==> src/rtl/mcs4_bus_master.sv <==
// MCS-4 nibble-bus initiator: free-running A1..X3 sequencer plus a one-entry
// request holding register that launches FETCH, SRC, WRR and RDR cycles.
module mcs4_bus_master #(
    parameter int          PHASE_CLKS  = 4,
    parameter logic [3:0]  CM_RAM_MASK = 4'b0001
) (
    input  logic        clk,
    input  logic        rst,
    output logic        clken_1,
    output logic        clken_2,
    output logic        sync,
    output logic        cm_rom,
    output logic [3:0]  cm_ram,
    input  logic [3:0]  dbus_in,
    output logic [3:0]  dbus_out,
    input  logic        req_valid,
    output logic        req_ready,
    input  logic [1:0]  req_op,
    input  logic [11:0] req_addr,
    input  logic [3:0]  req_data,
    output logic        rsp_valid,
    output logic [7:0]  rsp_data
);

    localparam int PW = $clog2(PHASE_CLKS);
    localparam logic [PW-1:0] PH_LAST = PW'(PHASE_CLKS - 1);
    localparam logic [PW-1:0] PH_MID  = PW'(PHASE_CLKS / 2);

    localparam logic [2:0] S_A1 = 3'd0;
    localparam logic [2:0] S_A2 = 3'd1;
    localparam logic [2:0] S_A3 = 3'd2;
    localparam logic [2:0] S_M1 = 3'd3;
    localparam logic [2:0] S_M2 = 3'd4;
    localparam logic [2:0] S_X2 = 3'd6;
    localparam logic [2:0] S_X3 = 3'd7;

    localparam logic [1:0] OP_FETCH = 2'b00;
    localparam logic [1:0] OP_SRC   = 2'b01;
    localparam logic [1:0] OP_IOWR  = 2'b10;
    localparam logic [1:0] OP_IORD  = 2'b11;

    // r_sub/r_ph name the position of the cycle about to start
    logic [2:0]    r_sub;
    logic [PW-1:0] r_ph;
    logic [2:0]    r_cur_sub;

    logic          r_pend;
    logic [1:0]    r_pop;
    logic [11:0]   r_paddr;
    logic [3:0]    r_pdata;

    logic          r_act;
    logic [1:0]    r_aop;
    logic [11:0]   r_aaddr;
    logic [3:0]    r_adata;
    logic [3:0]    r_opr;

    logic          r_clken_1;
    logic          r_clken_2;
    logic          r_sync;
    logic          r_cm_rom;
    logic [3:0]    r_cm_ram;
    logic [3:0]    r_dbus;
    logic          r_ready;
    logic          r_rsp_valid;
    logic [7:0]    r_rsp_data;

    logic          w_launch;
    logic          w_accept;
    logic          w_pend_next;
    logic          w_act;
    logic [1:0]    w_op;
    logic [11:0]   w_addr;
    logic [3:0]    w_data;
    logic [11:0]   w_bus_addr;
    logic          w_is_io;
    logic [3:0]    w_dbus;
    logic          w_cm_rom;
    logic [3:0]    w_cm_ram;

    assign w_launch    = (r_sub == S_A1) && (r_ph == '0);
    assign w_accept    = req_valid && r_ready;
    assign w_pend_next = w_accept || (r_pend && !w_launch);

    assign w_act  = w_launch ? r_pend  : r_act;
    assign w_op   = w_launch ? r_pop   : r_aop;
    assign w_addr = w_launch ? r_paddr : r_aaddr;
    assign w_data = w_launch ? r_pdata : r_adata;

    assign w_bus_addr = (w_op == OP_FETCH) ? w_addr : 12'h000;
    assign w_is_io    = (w_op == OP_IOWR) || (w_op == OP_IORD);

    always_comb begin
        w_dbus   = 4'h0;
        w_cm_rom = 1'b0;
        w_cm_ram = 4'h0;
        if (w_act) begin
            case (r_sub)
                S_A1: w_dbus = w_bus_addr[3:0];
                S_A2: w_dbus = w_bus_addr[7:4];
                S_A3: begin
                    w_dbus   = w_bus_addr[11:8];
                    w_cm_rom = 1'b1;
                end
                S_M1: if (w_is_io) w_dbus = 4'hE;
                S_M2: if (w_is_io) begin
                    w_dbus   = (w_op == OP_IOWR) ? 4'h2 : 4'hA;
                    w_cm_rom = 1'b1;
                    w_cm_ram = CM_RAM_MASK;
                end
                S_X2: begin
                    if (w_op == OP_SRC) begin
                        w_dbus   = w_addr[7:4];
                        w_cm_rom = 1'b1;
                        w_cm_ram = CM_RAM_MASK;
                    end else if (w_op == OP_IOWR) begin
                        w_dbus = w_data;
                    end
                end
                S_X3: if (w_op == OP_SRC) w_dbus = w_addr[3:0];
                default: ;
            endcase
        end
    end

    always_ff @(posedge clk) begin
        if (rst) begin
            r_sub       <= S_X3;
            r_ph        <= '0;
            r_cur_sub   <= S_X3;
            r_pend      <= 1'b0;
            r_pop       <= OP_FETCH;
            r_paddr     <= 12'h000;
            r_pdata     <= 4'h0;
            r_act       <= 1'b0;
            r_aop       <= OP_FETCH;
            r_aaddr     <= 12'h000;
            r_adata     <= 4'h0;
            r_opr       <= 4'h0;
            r_clken_1   <= 1'b0;
            r_clken_2   <= 1'b0;
            r_sync      <= 1'b0;
            r_cm_rom    <= 1'b0;
            r_cm_ram    <= 4'h0;
            r_dbus      <= 4'h0;
            r_ready     <= 1'b1;
            r_rsp_valid <= 1'b0;
            r_rsp_data  <= 8'h00;
        end else begin
            r_ph      <= (r_ph == PH_LAST) ? '0 : r_ph + PW'(1);
            r_sub     <= (r_ph == PH_LAST) ? r_sub + 3'd1 : r_sub;
            r_cur_sub <= r_sub;
            r_clken_1 <= (r_ph == '0);
            r_clken_2 <= (r_ph == PH_MID);

            if (r_ph == '0) begin
                r_sync   <= (r_sub == S_X3);
                r_dbus   <= w_dbus;
                r_cm_rom <= w_cm_rom;
                r_cm_ram <= w_cm_ram;
            end

            if (w_accept) begin
                r_pop   <= req_op;
                r_paddr <= req_addr;
                r_pdata <= req_data;
            end
            r_pend  <= w_pend_next;
            r_ready <= !w_pend_next;

            if (w_launch) begin
                r_act   <= r_pend;
                r_aop   <= r_pop;
                r_aaddr <= r_paddr;
                r_adata <= r_pdata;
            end

            // r_clken_2 marks the current clk as mid-subcycle: sample there
            r_rsp_valid <= 1'b0;
            if (r_act && r_clken_2) begin
                if (r_cur_sub == S_M1 && r_aop == OP_FETCH)
                    r_opr <= dbus_in;
                if (r_cur_sub == S_M2 && r_aop == OP_FETCH) begin
                    r_rsp_valid <= 1'b1;
                    r_rsp_data  <= {r_opr, dbus_in};
                end
                if (r_cur_sub == S_X2 && r_aop == OP_IORD) begin
                    r_rsp_valid <= 1'b1;
                    r_rsp_data  <= {4'h0, dbus_in};
                end
            end
            if (r_act && r_sub == S_X3 && r_ph == PH_LAST &&
                (r_aop == OP_SRC || r_aop == OP_IOWR)) begin
                r_rsp_valid <= 1'b1;
                r_rsp_data  <= 8'h00;
            end
        end
    end

    assign clken_1   = r_clken_1;
    assign clken_2   = r_clken_2;
    assign sync      = r_sync;
    assign cm_rom    = r_cm_rom;
    assign cm_ram    = r_cm_ram;
    assign dbus_out  = r_dbus;
    assign req_ready = r_ready;
    assign rsp_valid = r_rsp_valid;
    assign rsp_data  = r_rsp_data;

endmodule

==> config.mk <==
export PLATFORM = sky130hd
export DESIGN_NAME = mcs4_bus_master
export DESIGN_NICKNAME = d
export VERILOG_FILES = /design/src/rtl/mcs4_bus_master.sv
export SDC_FILE = /design/constraint.sdc
export NUM_CORES = 1
export LEC_CHECK = 0
export CAP_MARGIN = 30
export CORE_MARGIN = 2
export CORE_UTILIZATION = 40
export CTS_CLUSTER_DIAMETER = 60
export DETAILED_ROUTE_END_ITERATION = 12
export GPL_TIMING_DRIVEN = 0
export PLACE_DENSITY_LB_ADDON = 0.12
export RECOVER_POWER = 25
export SYNTH_ARGS = -nofsm -noshare
export SYNTH_HDL_FRONTEND = slang
export SYNTH_SLANG_ARGS = --single-unit
==> constraint.sdc <==
create_clock -name clk -period 2.3 [get_ports clk]
set_clock_uncertainty 0.15 [all_clocks]
set_input_delay 0.46 -clock clk [delete_from_list [all_inputs] [get_ports clk]]
set_output_delay 0.46 -clock clk [all_outputs]
set_load 0.005 [all_outputs]
# After elaboration in Yosys (flattened, before gate mapping)
# Index checks and enable logic that the tools add are counted.
[totals]
regBits = 72
input_bits = 25
out_inout_bits = 22
word_cells = 91
[op_classes]
n_addsub = 2
n_eq_ne = 17
mux = 27
n_reduce_logical = 24
[ops]
columns = ["op", "count"]
rows = [
  ["4-bit two-way mux", 8],
  ["4-bit case mux with 7 select lines", 1],
  ["12-bit two-way mux", 2],
  ["8-bit two-way mux", 2],
  ["3-bit == test (second input constant)", 5],
  ["2-bit == test (second input constant)", 6],
  ["1-bit two-way mux", 11],
  ["1-bit logical AND", 10],
  ["3-bit by 2-bit == test with 1-bit output (second input constant)", 3],
  ["2-bit zero test", 3],
  ["2-bit by 1-bit == test with 1-bit output (second input constant)", 2],
  ["2-bit AND reduction", 2],
  ["2-bit OR reduction", 2],
  ["3-bit by 1-bit adder with 3-bit output (second input constant)", 1],
  ["3-bit by 1-bit == test with 1-bit output (second input constant)", 1],
  ["3-bit zero test", 1],
  ["1-bit logical OR", 3],
  ["1-bit case mux with 3 select lines", 1],
  ["2-bit by 1-bit adder with 2-bit output (second input constant)", 1],
  ["1-bit zero test", 2],
  ["2-bit two-way mux", 1],
  ["1-bit case mux with 2 select lines", 1],
  ["2-bit nonzero test", 1],
]

# Longest topological paths before layout
# Gate-level depths: netlist of the first run.
[depth]
depth_word = 8
depth_mapped = 9
ltp_nobuf = 7

# Worst setup path after synthesis of the first run
# OpenSTA, ideal clock, no wires.
[synth_path]
path_kind = "register to register"
startpoint = "register r_sub[0]"
endpoint = "register r_dbus[1], in the netlist dbus_out[1]"
setup_time_ns = 0.120
arrival_ns = 1.831
required_ns = 2.030
path_slack_ns = 0.199
stages_incl_launch_ff = 9
n_path_buf = 1
synth_period_minus_slack_ns = 2.101
cell_sequence = "dfxtp_1 > inv_1 > ha_1 > buf_4 > nand2b_1 > mux2_1 > nand3_1 > nor2_1 > a211o_1"
[synth_between]
elab_chain_cells = 8
elab_cells_between_ends = 25
cone_classes = "eq/ne (9); mux (12); reduce/logical (4)"
[synth_lines]
columns = ["element", "line", "text"]
rows = [
  ["start, declared", "43", "logic [2:0] r_sub;"],
  ["start signal, assigned", "151", "r_sub <= (r_ph == PH_LAST) ? r_sub + 3'd1 : r_sub;"],
  ["3-bit zero test", "81, 98", ""],
  ["1-bit logical AND", "81", "assign w_launch = (r_sub == S_A1) && (r_ph == '0);"],
  ["2-bit two-way mux", "-", ""],
  ["2-bit == test (on tied branches)", "91, 116", ""],
  ["4-bit two-way mux or 1-bit logical OR (tied branches)", "116, 91", ""],
  ["4-bit two-way mux (on tied branches)", "112, 105, 106", ""],
  ["4-bit case mux with 7 select lines", "98", "case (r_sub)"],
  ["4-bit two-way mux *", "97", "if (w_act) begin"],
  ["end signal, assigned", "158", "r_dbus <= w_dbus;"],
  ["end, declared", "63", "logic [3:0] r_dbus;"],
]
# Every way passes the cells marked *; elsewhere a longest branch is shown, timed or not.
# A chain may end at the register's enable or synchronous reset.

# Worst setup path after layout of the first run
[layout_path]
startpoint = "register r_sub[2]"
endpoint = "register r_dbus[3], in the netlist dbus_out[3]"
[layout_between]
elab_chain_cells = 8
elab_cells_between_ends = 26
cone_classes = "eq/ne (9); mux (13); reduce/logical (4)"
[layout_lines]
columns = ["element", "line", "text"]
rows = [
  ["3-bit zero test", "81, 98", ""],
  ["1-bit logical AND", "81", ""],
  ["2-bit two-way mux", "-", ""],
  ["2-bit == test (on tied branches)", "91, 107, 116", ""],
  ["4-bit two-way mux (tied with other cells)", "116", "end else if (w_op == OP_IOWR) begin"],
  ["4-bit two-way mux (on tied branches)", "112, 105, 106", ""],
  ["4-bit case mux with 7 select lines", "98", ""],
  ["4-bit two-way mux *", "97", ""],
]
# Marks and branches as above.

==> results by group, run 1 <==
Run status
  – Outcome: completed

Synthesis
  – Post-synthesis register bit count: 69
  – Avg Cell Area, Syn: 8.230 um2
  – Post-synth EDFFs: 0
  – Ys Warns: 0
  – Post-Synth Adder-Cell Area: 4.389%
  – Primary FF master, synth: dfxtp_1
  – Post-synthesis simple-gate area fraction: between 20% and 30%
  – Post-synthesis sequential area ratio: around 44%
  – Largest family of logic cells by synthesized area: simple AND/OR/NAND/NOR gates
  – Mapped Area: between 0.003 and 0.004 mm2
  – Post-synthesis cell count: roughly 380
  – Post-synth ARST share: 0%
  – Post-Synth XOR/XNOR Area: less than 1%
  – Complex-gate fraction of the synthesized area: 14.01%
  – Distinct cells, synth: between 40 and 50
  – Mux contribution to synthesized area: 8.021%

Finish
  – Non-filler cells, final: 542
  – Design area: between 0.003 and 0.004 mm2
  – Area grow syn2layout: 26.38%
  – Nets: about 470
  – N_diodes: 0
  – Share of layout cells above drive strength 1: 10.00%
  – Most frequent cells in the layout: nand2_1 (96), dfxtp_1 (66), a21oi_1 (50)
  – Most common library cell in the layout ignoring fill and taps: nand2_1

Power
  – Worst ir drop on vdd: about 0.47 mV
  – Design Power: ~2.6 mW
  – PD cells: between 600 and 700 mW/mm2
  – Leakage: 1.539 nW

Worst setup path
  – Max incr delay on CP: a little under 0.4 ns
  – Cell depth of the worst setup path: 8
  – Critical Path End Type: register
  – Startpoint Class: register
  – Slowest CP cell: dfxtp_2
  – Crit path kind: reg -> reg
  – FF-to-FF path depth: 8
  – R2r startpoint: r_sub[2]
  – Cell breakdown of the critical path: clkbuf_4 -> inv_1 -> ha_1 -> nand4b_1 -> o21ai_0 -> a32oi_1 -> a21oi_1 -> o311a_1
  – Worst Setup SP: r_sub[2]
  – Reg-to-Reg End: dbus_out[3]
  – Worst Path Arrival: roughly 2.2 ns
  – CP required: 2.38 ns
  – Setup crit end: dbus_out[3]
  – Delay-heaviest family, CP: compound AO/OA/AOI/OAI gates
  – Critical-path maximum fanout: 10
  – Reg2Reg Setup Slack: between 0.1 and 0.15 ns
  – CP bufs+invs: 2

Floorplanning
  – Die H: roughly 93 um
  – Ports: 47
  – Die width: roughly 90 um
  – Core region area: 0.007647 mm2
  – Die area: 0.008563 mm2
  – Initial Util: a little over 40%
  – Num rows: 32

Drt
  – Pre-antenna DRT Iters: 4
  – Post-route ant nets: 0
  – Drt total wl: 7827 um
  – Via Count: around 2.7k
  – Iteration-0 DRC Markers: roughly 120
  – DRC: 0
  – WL per Instance: approximately 14 um
  – Post-DR vias/cell: 4.983

Timing
  – Worst-Margin Slew: 0.6430 ns
  – Min cycle time layout: roughly 2.2 ns
  – Achievable Freq: 463.3 MHz
  – Fin. max-slew vios: 0
  – Final setup viols: 0
  – Period utilization: 93.84%
  – Unrepaired setup endpoints after global routing: no
  – Setup TNS: 0 ns
  – Final hold vios: 0
  – Rel. slew slack: 57.13%

Place
  – Number of port buffers: 42
  – Placed Cells incl. Taps: around 530
  – Placer Congestion: ~0.89
  – Cell Area, Placed: 0.003691 mm2
  – Post-DP HPWL: 5759 um

Global route
  – First-pass GRT wire length: 12780 um
  – Vias in the first global route: about 2.5k
  – Total gr overflow: 0
  – GRT busiest layer: met2
  – Largest net degree at the start of global routing: 13
  – Met3 GRT Util: approximately 5.5%
  – Grt met1 use: about a quarter
  – Initial antenna violation count: 0
  – Met2 Use GR: 31.93%
  – Overall global routing resource usage: 19.32%

Worst hold path
  – WHS Path Cells: 2
  – Hold WC Path Type: reg -> reg

Clocking
  – CTS max path bufs: 2
  – Num CTS Buffers: 9
  – Clk slew on worst S/H paths: 0.07 ns
  – Htree depth: 3
  – CTS root buf: clkbuf_8
  – Clk Latency, worst-skew pair: about 0.35 ns
  – Setup Buffers After CTS: 0
  – Clk sink count: 69
  – TritonCTS clock tree: built
  – Hold bufs inserted after CTS: 0

Run
  – Max-cap viol count: 0
## metal layers
metal	vias to the layer above	part of all wire (%)
li1	1391	-
met1	1249	46
met2	52	48
met3	9	4.2
met4	0	1.4
met5	-	0
## cells in the mapped netlist, drive strengths merged (2+ instances only)
cell type	n	area (um2)
o21ai	9	45.04
nor3	5	25.02
mux2	6	78.82
a31oi	2	12.51
dfxtp	69	1381
inv	12	45.04
or3	2	12.51
clkbuf	15	56.30
a32oi	3	26.28
a21oi	50	250.2
nand2b	6	37.54
mux2i	16	172.7
nand4	6	37.54
nand2	97	371.6
nand3	8	40.04
and2	2	12.51
nor3b	2	15.01
o22ai	3	18.77
buf	11	76.32
nor2	21	78.83
nand4b	3	26.28
ha	11	137.6
o311a	2	20.02
nor2b	2	12.51
and3	5	31.28
## layout make-up
cell class / instances / area, um2
fillers: 773 / 3685
flip-flops and latches: 69 / 1388
clock buffers: 10 / 137.6
clock inverters: 5 / 83.83
repair buffers: 42 / 420.4
inverters: 12 / 45.04
plain buffers: 26 / 146.4
multi-input cells: 276 / 1614
well taps: 102 / 127.6
## power by group
part	internal, mW	leakage, nW	switching [mW]
clock network	0.638	0.105	0.463
logic	0.123	0.874	0.145
registers	1.23	0.560	0.0330
total	1.99	1.54	0.641
## logic make-up after synthesis
family / count (synthesis)
compound gates: 77
xor+xnor: 1
fa+ha+maj: 11
buf+inv: 38
flops: 69
mux: 22
other cells: 1
simple gates: 162
## stage by stage
step | hold slack (ns) | utilization [%] | worst slack, ns
3_5_place_dp | 0.2960 | 48.27 | -0.07898
3_3_place_gp | 0.2909 | 48.27 | -0.08545
6_report | 0.3051 | 51.82 | 0.1417
4_1_cts | 0.2955 | 51.26 | 0.03288
5_1_grt | 0.3227 | 51.82 | 0.005725
2_1_floorplan | 0.2770 | - | 0.1995
## how the worst min path moves through the flow
stage,from,to
2_1_floorplan,r_ph[0],r_ph[0]
3_3_place_gp,rsp_data[7],rsp_data[7]
3_5_place_dp,r_pdata[2],r_adata[2]
4_1_cts,rst,r_aaddr[5]
5_1_grt,rst,r_aaddr[5]
6_report,rsp_data[2],rsp_data[2]
## tightest hold or removal path: stages (launching register included)
cell,delay [ns]
dfxtp_1,0.31
nand2_1,0.05
a21oi_1,0.05
## state kept, by name, indices dropped and copies added (netlist names), 2 cells and up
signal,flops
dbus_out,4
r_aaddr,12
r_adata,4
r_aop,2
r_cur_sub,3
r_opr,4
r_paddr,12
r_pdata,4
r_ph,2
r_pop,2
r_sub,3
rsp_data,8
## timing repair
action	4_1_cts	5_1_grt
gates cloned	0	0
setup endpoints to repair	4	20
resized for setup	3	16
Power figures use the tool's default switching activity.
==> run 2: changes to the inputs <==
--- a/config.mk
+++ b/config.mk
@@ -8,6 +8,7 @@
 export CAP_MARGIN = 30
 export CORE_MARGIN = 2
 export CORE_UTILIZATION = 40
+export CTS_BUF_LIST = sky130_fd_sc_hd__clkbuf_8 sky130_fd_sc_hd__clkbuf_16
 export CTS_CLUSTER_DIAMETER = 60
 export DETAILED_ROUTE_END_ITERATION = 12
 export GPL_TIMING_DRIVEN = 0
==> results of run 2 <==
Same layout as run 1: the final DEF is identical, and so are final timing and power.
==> run 3: changes to the inputs <==
--- a/config.mk
+++ b/config.mk
@@ -11,7 +11,9 @@
 export CTS_BUF_LIST = sky130_fd_sc_hd__clkbuf_8 sky130_fd_sc_hd__clkbuf_16
 export CTS_CLUSTER_DIAMETER = 60
 export DETAILED_ROUTE_END_ITERATION = 12
+export GPL_ROUTABILITY_DRIVEN = 0
 export GPL_TIMING_DRIVEN = 0
+export HOLD_SLACK_MARGIN = 0.06
 export PLACE_DENSITY_LB_ADDON = 0.12
 export RECOVER_POWER = 25
 export SYNTH_ARGS = -nofsm -noshare
==> run 3 against run 2 <==
Compared with the run above: die area unchanged; global-route usage about the same; register-to-register slack lost 0.04 ns; hold slack is essentially flat; largest cell class unchanged; non-clock buffer count down 1; maximum frequency down 2.0%; sequential cell count unchanged; sequential share of layout area rose by 0.20 points; critical endpoint unchanged; critical path depth did not move; via count is 2.1% higher; setup slack got worse by 0.043 ns; final cell count fell by 0.18%.
==> results by group, run 3 (synthesis gave the netlist of run 1 again) <==
Place
  – Placed Cells incl. Taps: between 500 and 600
  – Post-DP HPWL: about 5500 um
  – Number of port buffers: 42
  – Cell Area, Placed: between 0.003 and 0.004 mm2

Clocking
  – CTS max path bufs: 2
  – Num CTS Buffers: 9
  – Clk Latency, worst-skew pair: approximately 0.36 ns
  – Clk sink count: ~70
  – Clk slew on worst S/H paths: about 0.080 ns
  – Htree depth: 3
  – TritonCTS clock tree: built
  – CTS root buf: clkbuf_8

Drt
  – Drt total wl: ~7600 um
  – Post-route ant nets: 0
  – Pre-antenna DRT Iters: 4
  – WL per Instance: about 14 um
  – Iteration-0 DRC Markers: 184
  – DRC: 0
  – Post-DR vias/cell: 5.098
  – Via Count: 2758

Worst setup path
  – Reg2Reg Setup Slack: ~0.1 ns
  – Critical-path maximum fanout: 10
  – Slowest CP cell: dfxtp_2
  – Critical Path End Type: register
  – Worst Path Arrival: between 2 and 2.5 ns
  – Startpoint Class: register
  – CP required: ~2.4 ns
  – Max incr delay on CP: between 0.3 and 0.4 ns
  – Crit path kind: reg -> reg
  – Cell breakdown of the critical path: clkbuf_4 -> inv_1 -> ha_1 -> nand4b_1 -> o21ai_0 -> a32oi_1 -> a21oi_1 -> o311a_1

Finish
  – Fill cells: between 700 and 800
  – Design area: around 0.0039 mm2
  – Non-filler cells, final: approximately 540
  – N_diodes: 0
  – Area grow syn2layout: 25.66%
  – FF/Latch Area: between 0.001 and 0.0015 mm2
  – Most common library cell in the layout ignoring fill and taps: nand2_1
  – Nets: between 400 and 500
  – Final Core Density: about half
  – Most frequent cells in the layout: nand2_1 (96), dfxtp_1 (66), a21oi_1 (50)
  – Share of layout cells above drive strength 1: a little under a tenth
  – Area of the multi-input gates: around 0.0016 mm2

Power
  – Worst ir drop on vdd: roughly 0.34 mV
  – Leakage: approximately 1.5 nW
  – PD cells: between 600 and 700 mW/mm2

Global route
  – Vias in the first global route: around 2.7k
  – GRT busiest layer: met2
  – Largest net degree at the start of global routing: 13
  – Overall global routing resource usage: just under 20%
  – First-pass GRT wire length: around 13000 um
  – Grt met1 use: roughly 23%
  – Met3 GRT Util: between 4 and 5%
  – Total gr overflow: 0
  – Initial antenna violation count: 0
  – Met2 Use GR: 33.03%

Floorplanning
  – Ports: 47
  – Die H: a little over 90 um
  – Die width: roughly 93 um
  – Num rows: 32
  – Initial Util: between 40% and 50%
  – Die area: roughly 0.0086 mm2
  – Core region area: between 0.007 and 0.008 mm2

Run status
  – Outcome: completed

Timing
  – Hold WS: approximately 0.3 ns
  – Fin. max-slew vios: 0
  – Unrepaired setup endpoints after global routing: no
  – Rel. slew slack: between 60 and 70%
  – Period utilization: between 90% and 100%
  – Final hold vios: 0
  – Min cycle time layout: 2.201 ns
  – Worst-Margin Slew: between 0.5 and 0.6 ns
  – Final setup viols: 0
  – Setup TNS: 0 ns
  – Achievable Freq: between 400 and 500 MHz

Run
  – Max-cap viol count: 0

Worst hold path
  – Hold WC Path Type: reg -> reg
-- run 3: worst max-delay path: cells and delay by family, from the launching register on --
family / cells / cell delay (ns)
simple gates: 1 / 0.10
fa+ha+maj: 1 / 0.27
buf+inv: 2 / 0.31
compound gates: 4 / 0.85
flops: 1 / 0.39
-- run 3: path summary, 6_finish.rpt --
kind | from | endpoint | cells past startpoint
min reg2reg | rsp_data[0] | rsp_data[0] | 2
max reg2reg | r_sub[2] | dbus_out[3] | 8
max | r_sub[2] | dbus_out[3] | 8
min | rsp_data[0] | rsp_data[0] | 2
-- run 3: stage by stage --
step	total power, mW	setup slack (ns)
finish	2.641	0.09869
global route	2.753	0.004540
CTS	2.667	0.01782
detailed placement	1.553	-0.04996
global placement	1.550	-0.07781
floorplan	1.443	0.1995
-- run 3: timing repair --
item / 4_1_cts / 5_1_grt
gates cloned: 0 / 0
setup endpoints to repair: 4 / 23
hold buffers: 0 / 0
gates resized for setup: 2 / 12
setup buffers: 0 / 0
-- run 3: final cells by class --
class                   instances  area share (%)
repair buffers                 42           10.67
inverters                      12           1.143
plain buffers                  25           3.493
clock inverters                 5           2.128
flip-flops and latches         69           35.22
multi-input cells             276           40.62
well taps                     102           3.239
clock buffers                  10           3.493
-- run 3: metal layers --
layer / vias up / share of wire [%] / wire length [um]
met5: - / 0 / 0
met1: 1272 / 44 / 3349
li1: 1396 / - / -
met2: 76 / 49 / 3775
met4: 0 / 2.2 / 165
met3: 14 / 4.6 / 355
-- run 3: report_power, final --
group	switching (mW)	internal, mW
clock network	0.471	0.637
registers	0.0332	1.23
logic	0.141	0.123
